File: config.mk
export PLATFORM = sky130hd
export DESIGN_NAME = pdm_modulator
export DESIGN_NICKNAME = d
export VERILOG_FILES = /design/src/rtl/pdm_modulator.sv
export SDC_FILE = /design/constraint.sdc
export NUM_CORES = 1
export LEC_CHECK = 0
export ABC_AREA = 1
export BUFFER_PORTS_ARGS = -buffer_cell sky130_fd_sc_hd__buf_4
export CORE_MARGIN = 1
export CORE_UTILIZATION = 60
export DETAILED_ROUTE_END_ITERATION = 10
export PLACE_DENSITY = 0.79
export SLEW_MARGIN = 25
export SYNTH_ARGS = -nofsm -noshare
export SYNTH_HDL_FRONTEND = slang
export SYNTH_SLANG_ARGS = --single-unit
File: constraint.sdc
create_clock -name clk_in -period 4.96 [get_ports clk_in]
set_input_delay 0.248 -clock clk_in [delete_from_list [all_inputs] [get_ports clk_in]]
set_output_delay 0.248 -clock clk_in [all_outputs]
set_load 0.01 [all_outputs]
File: src/rtl/pdm_modulator.sv
// PCM to 1-bit PDM transmitter: 2-entry sample buffer, linear interpolation
// across OSR PDM ticks, first-order sigma-delta modulator and PDM clock.
module pdm_modulator #(
    parameter int WIDTH            = 16,
    parameter int PDM_COUNT_PERIOD = 32,
    parameter int OSR              = 256
) (
    input  logic             clk_in,
    input  logic             rst_in,
    input  logic [WIDTH-1:0] sample_in,
    input  logic             sample_valid_in,
    output logic             sample_ready_out,
    output logic             pdm_clk_out,
    output logic             pdm_tick_out,
    output logic             pdm_out,
    output logic             sample_req_out,
    output logic             underrun_out
);

    localparam int LOG2_OSR = $clog2(OSR);
    localparam int CW       = $clog2(PDM_COUNT_PERIOD);
    localparam int AW       = WIDTH + LOG2_OSR + 1;
    localparam int IW       = WIDTH + 2;

    localparam logic signed [IW-1:0] FS_P = {2'b00, 1'b1, {(WIDTH-1){1'b0}}};
    localparam logic signed [IW-1:0] FS_N = -FS_P;

    typedef enum logic {
        IDLE,
        RUN
    } state_t;

    state_t                  state;
    logic [CW-1:0]           cnt;
    logic [WIDTH-1:0]        mem [2];
    logic                    wr_ptr;
    logic                    rd_ptr;
    logic [1:0]              count;
    logic signed [WIDTH-1:0] cur;
    logic signed [WIDTH-1:0] nxt;
    logic signed [AW-1:0]    acc;
    logic [LOG2_OSR-1:0]     phase;
    logic signed [IW-1:0]    integ;

    logic                    full;
    logic                    empty;
    logic                    push;
    logic                    pop;
    logic                    boundary;
    logic signed [WIDTH:0]   diff;
    logic signed [AW-1:0]    diff_ext;
    logic signed [WIDTH-1:0] x;
    logic signed [IW-1:0]    fb;
    logic signed [IW-1:0]    integ_n;

    assign full             = (count == 2'd2);
    assign empty            = (count == 2'd0);
    assign sample_ready_out = !full && !rst_in;
    assign push             = sample_valid_in && sample_ready_out;
    assign boundary         = &phase;
    assign pop              = pdm_tick_out && !empty && (state == IDLE || boundary);

    // Slope of the current segment; acc advances by it once per tick
    assign diff     = {nxt[WIDTH-1], nxt} - {cur[WIDTH-1], cur};
    assign diff_ext = {{LOG2_OSR{diff[WIDTH]}}, diff};

    // Floor of acc / OSR, so x never leaves the [cur, nxt] segment
    assign x       = (state == RUN) ? acc[WIDTH+LOG2_OSR-1:LOG2_OSR] : '0;
    assign fb      = pdm_out ? FS_P : FS_N;
    assign integ_n = integ + {{2{x[WIDTH-1]}}, x} - fb;

    always_ff @(posedge clk_in or posedge rst_in) begin
        if (rst_in) begin
            state          <= IDLE;
            cnt            <= '0;
            pdm_clk_out    <= 1'b0;
            pdm_tick_out   <= 1'b0;
            pdm_out        <= 1'b0;
            sample_req_out <= 1'b0;
            underrun_out   <= 1'b0;
            mem[0]         <= '0;
            mem[1]         <= '0;
            wr_ptr         <= 1'b0;
            rd_ptr         <= 1'b0;
            count          <= '0;
            cur            <= '0;
            nxt            <= '0;
            acc            <= '0;
            phase          <= '0;
            integ          <= '0;
        end else begin
            cnt            <= (cnt == CW'(PDM_COUNT_PERIOD - 1)) ? '0 : cnt + CW'(1);
            pdm_clk_out    <= (cnt < CW'(PDM_COUNT_PERIOD / 2));
            pdm_tick_out   <= (cnt == '0);
            sample_req_out <= 1'b0;
            underrun_out   <= 1'b0;

            if (push) begin
                mem[wr_ptr] <= sample_in;
                wr_ptr      <= ~wr_ptr;
            end
            if (pop) begin
                rd_ptr <= ~rd_ptr;
            end
            count <= count + {1'b0, push} - {1'b0, pop};

            if (pdm_tick_out) begin
                integ   <= integ_n;
                pdm_out <= ~integ_n[IW-1];
                unique case (state)
                    IDLE: begin
                        if (!empty) begin
                            cur            <= '0;
                            nxt            <= mem[rd_ptr];
                            acc            <= '0;
                            phase          <= '0;
                            sample_req_out <= 1'b1;
                            state          <= RUN;
                        end
                    end
                    RUN: begin
                        if (boundary) begin
                            cur            <= nxt;
                            acc            <= {nxt[WIDTH-1], nxt, {LOG2_OSR{1'b0}}};
                            phase          <= '0;
                            sample_req_out <= 1'b1;
                            if (!empty) begin
                                nxt <= mem[rd_ptr];
                            end else begin
                                underrun_out <= 1'b1;
                            end
                        end else begin
                            acc   <= acc + diff_ext;
                            phase <= phase + LOG2_OSR'(1);
                        end
                    end
                    default: state <= IDLE;
                endcase
            end
        end
    end

endmodule

# Word-level counts from Yosys, hierarchy flattened
# Index checks and enable logic that the tools add are counted.
# word_totals
register_bits,130
in_bits,19
out_inout_bits,6
word_cells,84
# classes
add_sub_neg,8
order_cmp,4
eq_ne,4
mux,30
bitwise_logic,6
n_reduce_logical,15
# op_table
op,n
16-bit 2-to-1 mux,9
16-bit one-hot mux with 2 select lines,2
25-bit 2-to-1 mux,2
25-bit one-hot mux with 2 select lines,1
32-bit bitwise mux,1
25-bit by 17-bit adder with 25-bit output,1
18-bit adder,1
18-bit 2-to-1 mux,1
18-bit subtractor,1
16-bit by 16-bit subtractor with 17-bit output,1
16-bit demux with 1-bit select,1
8-bit 2-to-1 mux,2
8-bit one-hot mux with 2 select lines,1
"8-bit by 1-bit adder with 8-bit output, second input constant",1
1-bit 2-to-1 mux,8
8-bit AND reduction,1
"5-bit by 1-bit adder with 5-bit output, second input constant",1
"5-bit == test, second input constant",1
1-bit logical AND,5
5-bit logical NOT,1
"5-bit < comparator, second input constant",1
5-bit 2-to-1 mux,1
"2-bit greater-or-equal comparator, second input constant",2
1-bit inverter,4
13 further kinds,17

# Longest topological paths before layout
# Gate-level depths: netlist (run 1).
# depth
ltp_word,7
ltp_mapped,17
ltp_nobuf,16

# Least setup slack after synthesis (run 1)
# No wires, ideal clock.
# synth_path
path_type,register -> register
start,register cur[15]
end,register acc[19]
setup_ps,121
arrival_ps,2212
setup_slack_ps,2627
path_stages_with_launch,12
path_buffers,0
cell_sequence,dfrtp_1 fa_1 inv_1 ha_1 nand2_1 nor2_1 and2_1 nand4_1 nand3_1 nand2_1 nand3_1 nand2_1
# synth_between
elab_chain_len,4
# synth_rtl
item,line,text
from (decl),39,logic signed [WIDTH-1:0] cur;
from (signal assigned),123,cur <= nxt;
16-bit by 16-bit subtractor with 17-bit output,64,"assign diff = {nxt[WIDTH-1], nxt} - {cur[WIDTH-1], cur};"
25-bit by 17-bit adder with 25-bit output,133,acc <= acc + diff_ext;
25-bit 2-to-1 mux,122,if (boundary) begin
25-bit one-hot mux with 2 select lines,110,unique case (state)
to (signal assigned),124,"acc <= {nxt[WIDTH-1], nxt, {LOG2_OSR{1'b0}}};"
to (signal assigned),133,
to (decl),41,logic signed [AW-1:0] acc;
# No other way between the ends.
# A chain may end at the register's enable or synchronous reset.

# Final worst setup path (run 1)
# layout_path
start,register state
end,register integ[17]
# layout_between
elab_chain_len,3
# layout_rtl
item,line,text
from (decl),33,state_t state;
from (signal assigned),74,state <= IDLE;
from (signal assigned),118,state <= RUN;
from (signal assigned),137,default: state <= IDLE;
16-bit 2-to-1 mux,68,assign x = (state == RUN) ? acc[WIDTH+LOG2_OSR-1:LOG2_OSR] : '0;
18-bit adder,70,"assign integ_n = integ + {{2{x[WIDTH-1]}}, x} - fb;"
18-bit subtractor,70,
to (signal assigned),108,integ <= integ_n;
to (decl),43,logic signed [IW-1:0] integ;
# No other way between the ends.

==> results of run 1 <==
-- placed cells by master (no fill, tap or decap), types with 6 or more instances in the layout --
cell type,instances
a21oi_1,32
a22oi_1,11
buf_4,27
clkbuf_16,17
dfrtp_1,129
fa_1,24
ha_1,63
inv_1,250
nand2_1,319
nand3_1,60
nand3b_1,9
nand4_1,14
nor2_1,62
nor3_1,6
o211ai_1,15
o21ai_0,69
o21ai_1,9
o21ai_2,21
o22ai_1,8
or2_2,21
xnor2_1,9
xor2_1,8
-- cell families (layout without fill, tap and decap cells) --
family	after synthesis	count (layout)
adders and majority gates	87	87
AOI/OAI and AO/OA	178	178
xor gates and xnor gates	18	18
buffers and inverters	283	311
and+or+nand+nor	508	508
DFF	129	129
-- state kept, by name (all words and copies together) (netlist names) --
| register | count |
|---|---|
| mem | 32 |
| integ | 18 |
| rd_ptr | 1 |
| sample_req_out | 1 |
| acc | 24 |
| state | 1 |
| pdm_tick_out | 1 |
| pdm_clk_out | 1 |
| cur | 16 |
| pdm_out | 1 |
| nxt | 16 |
| count | 2 |
| cnt | 5 |
| underrun_out | 1 |
| wr_ptr | 1 |
| phase | 8 |
-- worst max-delay path, delay by kind of cell, from the launching register on --
| kind | cells | cell delay (ps) |
|---|---|---|
| and+or+nand+nor | 8 | 980 |
| adders and majority gates | 2 | 810 |
| DFF | 1 | 750 |
| buffers and inverters | 1 | 150 |
-- per-layer routing --
layer | track usage [%] | up-vias
li1 | - | 3802
met2 | 43.4 | 211
met1 | 39.6 | 3504
met3 | 3.89 | 33
met5 | 0 | -
met4 | 11.2 | 0
-- through the flow --
stage	hold WS (ps)	util, %	area [sq um]	power (mW)
after floorplan	394	-	9070	4.11
after global placement	440	63.8	9340	4.73
after detailed placement	448	63.8	9340	4.82
after CTS	23.1	67.8	9920	6.13
after global routing	70.1	67.8	9930	6.77
final	3.99	67.8	9930	6.16
-- where the power goes --
group,internal [mW],switching (mW)
clock network,0.816,0.446
registers,1.28,0.201
logic,1.23,2.18
total,3.33,2.83
-- final timing paths --
check                                  start           to  slack [ps]
worst max register to register         state    integ[17]        2140
max in group asynchronous             rst_in       acc[0]        3650
worst min-delay path                  rst_in     phase[7]           4
min in group clk_in             sample_in[7]      mem[23]          90
worst max-delay path                   state    integ[17]        2140
worst min register to register        cnt[4]  pdm_clk_out         450
-- area by class of cell --
type / instances / area [sq um] / area share, %
Inverter: 256 / 963 / 9.70
Sequential cell: 129 / 3230 / 32.5
Timing Repair Buffer: 27 / 203 / 2.04
Multi-Input combinational cell: 791 / 4720 / 47.6
Clock inverter: 6 / 108 / 1.08
Tap cell: 184 / 230 / 2.32
Clock buffer: 22 / 474 / 4.78
==> impl_metrics.env, run 1 <==
export IMPL_status="finished clean"
export IMPL_cts_clk_slew_worst_paths_ps=60
export IMPL_power_density_nw_per_um2=620
export IMPL_timing_setup_tns_ps=0
export IMPL_maxSlewHeadroom_pct=44.8
export IMPL_cp_cell_sequence="nand2_1, inv_1, fa_1, ha_1, nand4_1, nor2_1, nand3_1, nand3_1, nand2_1, nand3_1, nand2_1"
export IMPL_netlist_area_sq_um=9070
export IMPL_die_y_um=125
export IMPL_dr_wl_met3_um=1060
export IMPL_leakage_nw=5.44
export IMPL_place_ws_ps=2130
export IMPL_max_freq_mhz=355
export IMPL_slowest_stage="dfrtp_1"
export IMPL_io_pins=25
export IMPL_cp_max_fo=19
export IMPL_die_x_um=125
export IMPL_maxCapViolations=0
export IMPL_clk_latency_ps=420
export IMPL_antenna_found_initial=0
export IMPL_fin_nets=1328
export IMPL_drc=0
export IMPL_top_layer="met4"
export IMPL_finalHoldViolations=0
export IMPL_synth_commonest_cells="nand2_1 (319), inv_1 (251), dfrtp_1 (129), o21ai_0 (69)"
export IMPL_synth_area_leaders="dfrtp_1 (36%), nand2_1 (13%), inv_1 (10%), ha_1 (8.7%), fa_1 (5.3%)"
export IMPL_wl_um=20000
export IMPL_ys_warnings_count=0
export IMPL_synthDistinctLibCells=44
export IMPL_cp_arrival_ps=3120
export IMPL_initial_core_util_pct=61.9
export IMPL_fin_cells=1415
export IMPL_rsz0062_at_grt="no"
export IMPL_grt_use_total_pct=27.8
export IMPL_clkSinkCount=129
export IMPL_cts_tree="done"
export IMPL_finalCritPeriodShare_pct=56.8
export IMPL_critPathLaunchType="flop"
export IMPL_setup_violations=0
export IMPL_synthCells=1203
export IMPL_die_area_sq_um=15600
export IMPL_fin_skew_ps=6.04
export IMPL_hold_buffers=0
export IMPL_cp_required_ps=5270
export IMPL_first_global_vias=7270
export IMPL_cts_root_buffer="clkbuf_16"
export IMPL_fillers=1190
export IMPL_muxShareOfSynthArea_pct=0
export IMPL_synth_async_reset_ratio_pct=100
export IMPL_viasPerCell=5.34
export IMPL_syn_area_per_cell_sq_um=7.54
export IMPL_synthSimpleGateAreaFrac_pct=24.2
export IMPL_synthXorXnorAreaFrac_pct=1.82
export IMPL_reg2reg_depth=11
export IMPL_area_growth_syn_to_layout_pct=9.48
export IMPL_grt_pass1_wl_um=34600
export IMPL_port_buffers=24
export IMPL_route_met2_wl_um=8980
export IMPL_detail_route_wl_per_cell_um=14.1
export IMPL_numPlacedInstances=1387
export IMPL_gp_congestion=0.913
export IMPL_synth_ff_type="dfrtp_1"
export IMPL_cts_max_path_buffers=2
export IMPL_core_area_sq_um=14600
export IMPL_synth_top_area_share_pct=35.6
export IMPL_hp_class="in2async"
export IMPL_core_rowCount=44
export IMPL_dp_hpwl_um=14700
export IMPL_cts_buffers=17
export IMPL_synth_nets=1309
export IMPL_antenna_cells=0
export IMPL_synth_adder_area_share_pct=14.0
export IMPL_vias=7550
export IMPL_yosysSeqAreaShare_pct=35.6
export IMPL_tightest_slew_ps=827
export IMPL_synth_seq_cells=129
export IMPL_synth_enable_flop_cells=0
export IMPL_cpPeakStageDelay_ps=750
export IMPL_vdd_drop_max_v=0.000379
export IMPL_drt_met1_wl_um=9430
export IMPL_drive_above_1_share_pct=9.50
export IMPL_fin_ws_ps=2140
export IMPL_cts_max_level=4
export IMPL_grt_overflow_total=0
export IMPL_crit_path_end_kind="flop"
export IMPL_postCtsSetupBuffers=0
export IMPL_drt_initial_drc_count=549
export IMPL_yosysMostFrequentCell="nand2_1"
export IMPL_cts_resized=0
export IMPL_synth_compound_area_share_pct=12.0
export IMPL_synth_top_family_by_area="simple AND/OR/NAND/NOR gates"
export IMPL_antenna_left=0
export IMPL_finalCriticalPeriod_ps=2820
export IMPL_drt_first_pass_iters=5
export IMPL_critPathKind="reg2reg"
export IMPL_grt_max_degree=67
export IMPL_yosysTopAreaCell="dfrtp_1"
export IMPL_maxSlewViolCount=0
No activity file was read; power rests on OpenSTA's default activity.
==> run 2: changes to the inputs <==
- ABC_AREA: 1 -> 0
- clock period: 4.96 -> 2.87 ns (I/O delays scaled with it)
==> impl_metrics.env, run 2 <==
export IMPL_leakage_nw=4.78
export IMPL_synth_enable_flop_cells=0
export IMPL_viasPerCell=5.74
export IMPL_cp_arrival_ps=3160
export IMPL_mostFrequentLayoutCells="inv_1 (135), dfrtp_1 (126), buf_4 (83)"
export IMPL_io_pins=25
export IMPL_grt_pass1_wl_um=30900
export IMPL_netlist_area_sq_um=8140
export IMPL_tightest_slew_ps=918
export IMPL_finalHoldViolations=0
export IMPL_yosysSeqAreaShare_pct=39.7
export IMPL_drive_above_1_share_pct=20.9
export IMPL_fillers=880
export IMPL_antenna_left=0
export IMPL_worstHoldStart="sample_valid_in"
export IMPL_rsz0062_at_grt="yes"
export IMPL_drc=0
export IMPL_maxCapViolations=0
export IMPL_initial_core_util_pct=61.4
export IMPL_regMostFlops="mem"
export IMPL_synth_commonest_cells="inv_1 (141), dfrtp_1 (129), nand2_1 (65), ha_1 (63), o21ai_1 (37)"
export IMPL_synth_nets=938
export IMPL_yosysTopAreaCell="dfrtp_1"
export IMPL_cp_max_fo=4
export IMPL_fin_nets=1034
export IMPL_critPathLaunchType="flop"
export IMPL_die_x_um=118
export IMPL_dpl_cell_area_sq_um=8790
export IMPL_synth_ff_type="dfrtp_1"
export IMPL_vias=6416
export IMPL_cts_buffers=17
export IMPL_synth_top_area_share_pct=39.7
export IMPL_layout_commonest_cell="inv_1"
export IMPL_die_y_um=118
export IMPL_cts_root_buffer="clkbuf_16"
export IMPL_max_freq_mhz=350
export IMPL_hold_depth=3
export IMPL_reg2reg_from="acc[1]"
export IMPL_drt_first_pass_iters=5
export IMPL_cts_max_level=4
export IMPL_synthDistinctLibCells=64
export IMPL_critPathKind="reg2reg"
export IMPL_yosysMostFrequentCell="inv_1"
export IMPL_finalCritPeriodShare_pct=99.6
export IMPL_reg2reg_depth=12
export IMPL_synth_area_leaders="dfrtp_1 (40%), ha_1 (9.7%), inv_1 (6.5%), fa_1 (5.9%), mux2_2 (4.3%)"
export IMPL_detail_route_wl_per_cell_um=17.0
export IMPL_drt_initial_drc_count=524
export IMPL_post_route_cell_area_sq_um=9870
export IMPL_synthCells=832
export IMPL_cts_max_path_buffers=2
export IMPL_area_growth_syn_to_layout_pct=21.3
export IMPL_power_density_nw_per_um2=1200
export IMPL_gp_congestion=0.956
export IMPL_clk_latency_ps=410
export IMPL_fin_skew_ps=6.92
export IMPL_grt_overflow_total=0
export IMPL_top_regs="mem: 32 flops, acc: 24 flops, integ: 18 flops"
export IMPL_grt_max_degree=69
export IMPL_total_power_mw=11.9
export IMPL_wl_um=19000
export IMPL_cts_tree="done"
export IMPL_status="finished clean"
export IMPL_whs_ps=106
export IMPL_worstSetupStartpoint="acc[1]"
export IMPL_cp_required_ps=3170
export IMPL_first_global_vias=6502
export IMPL_hp_class="in2reg"
export IMPL_setup_violations=0
export IMPL_reg2reg_to="acc[22]"
export IMPL_antenna_cells=0
export IMPL_synth_async_reset_ratio_pct=100
export IMPL_cts_clk_slew_worst_paths_ps=60
export IMPL_rrSetupSlack_ps=10
export IMPL_synth_seq_cells=129
export IMPL_maxSlewViolCount=0
export IMPL_grt_use_total_pct=28.0
export IMPL_ys_warnings_count=0
export IMPL_syn_area_per_cell_sq_um=9.78
export IMPL_core_rowCount=42
export IMPL_crit_path_end_kind="flop"
export IMPL_hold_end="wr_ptr"
export IMPL_antenna_found_initial=0
export IMPL_port_buffers=24
export IMPL_die_area_sq_um=14000
export IMPL_dp_hpwl_um=12800
export IMPL_core_area_sq_um=13200
export IMPL_largest_register_ffs=32
export IMPL_clkSinkCount=129
export IMPL_vdd_drop_max_v=0.000714
export IMPL_maxSlewHeadroom_pct=38.8
export IMPL_finalCriticalPeriod_ps=2860
run 2: cell types whose count changed in the layout (fill, tap and decap cells not counted), moves of 17 or more:
cell	before	now
nor2_1	62	34
inv_1	250	135
o21ai_1	9	36
mux2i_1	0	21
buf_4	27	83
nand3_1	60	8
o21ai_0	69	25
o21ai_2	21	2
nand2_1	319	65
or2_2	21	0
dlygate4sd3_1	0	17
mux2_2	0	31
run 2: cells by family (layout without fill, tap and decap cells):
kind of cell               count (synthesis)  in the layout  synth area share [%]
AOI/OAI and AO/OA                        189            189                  15.3
xor gates and xnor gates                  46             46                  4.95
adders and majority gates                 87             87                  15.6
buffers and inverters                    166            275                  7.77
DFF                                      129            129                  39.7
muxes                                     57             57                  7.57
and+or+nand+nor                          158            158                  9.17
run 2: per-stage QoR:
| stage | util [%] | setup WS, ps | setup TNS (ps) | std cells |
|---|---|---|---|---|
| floorplan | - | 0.841 | 0 | 832 |
| global placement | 66.3 | 86.8 | 0 | 1051 |
| detailed placement | 66.3 | -20.5 | -47.2 | 1051 |
| CTS | 72.7 | 8.03 | 0 | 1107 |
| global route | 74.5 | -84.5 | -370 | 1117 |
| finish | 74.5 | 12.0 | 0 | 1117 |
run 2: final cells by class:
| class | count | area (sq um) | area share, % |
|---|---|---|---|
| multi-input combinational | 537 | 4450 | 45.1 |
| sequential | 129 | 3230 | 32.8 |
| timing repair buffer | 102 | 825 | 8.36 |
| inverter | 141 | 533 | 5.40 |
| clock buffer | 20 | 447 | 4.53 |
| tap | 176 | 220 | 2.23 |
| clock inverter | 12 | 156 | 1.59 |
run 2: worst max-delay path by stage:
stage	end	slack, ps
2_1_floorplan	integ[16]	0.8
3_3_place_gp	acc[20]	90
3_5_place_dp	acc[23]	-20
4_1_cts	acc[18]	8
5_1_grt	acc[22]	-80
6_report	acc[22]	10
run 2: critical path: stages, from the launching register on:
cell	delay (ps)
dfrtp_1	390
inv_2	90
fa_2	440
buf_4	160
fa_2	410
nor2b_1	150
o21ai_1	90
nand2b_1	180
a31oi_4	140
o21ba_4	240
o21ai_4	190
mux2i_1	200
nand2_1	70
run 2: layer usage:
layer | wire length, um | GRT usage, % | up-vias
met1 | 8050 | 36.0 | 3139
met4 | 446 | 11.0 | 0
li1 | - | - | 2994
met2 | 9450 | 47.4 | 238
met5 | 0 | 0 | -
met3 | 1010 | 4.63 | 45
run 2: repair_timing:
item,in CTS,in global routing
setup endpoints to repair,3,20
gates resized for setup,5,37
hold buffers,17,0
buffers inserted,7,10
pin swaps,5,15
endpoints found under the hold margin,161,0
run 2: report_power, final:
part           internal, mW  switching (mW)  total [mW]
sequential             2.26           0.376        2.63
combinational          3.28            3.77        7.05
clock                  1.39           0.814        2.21
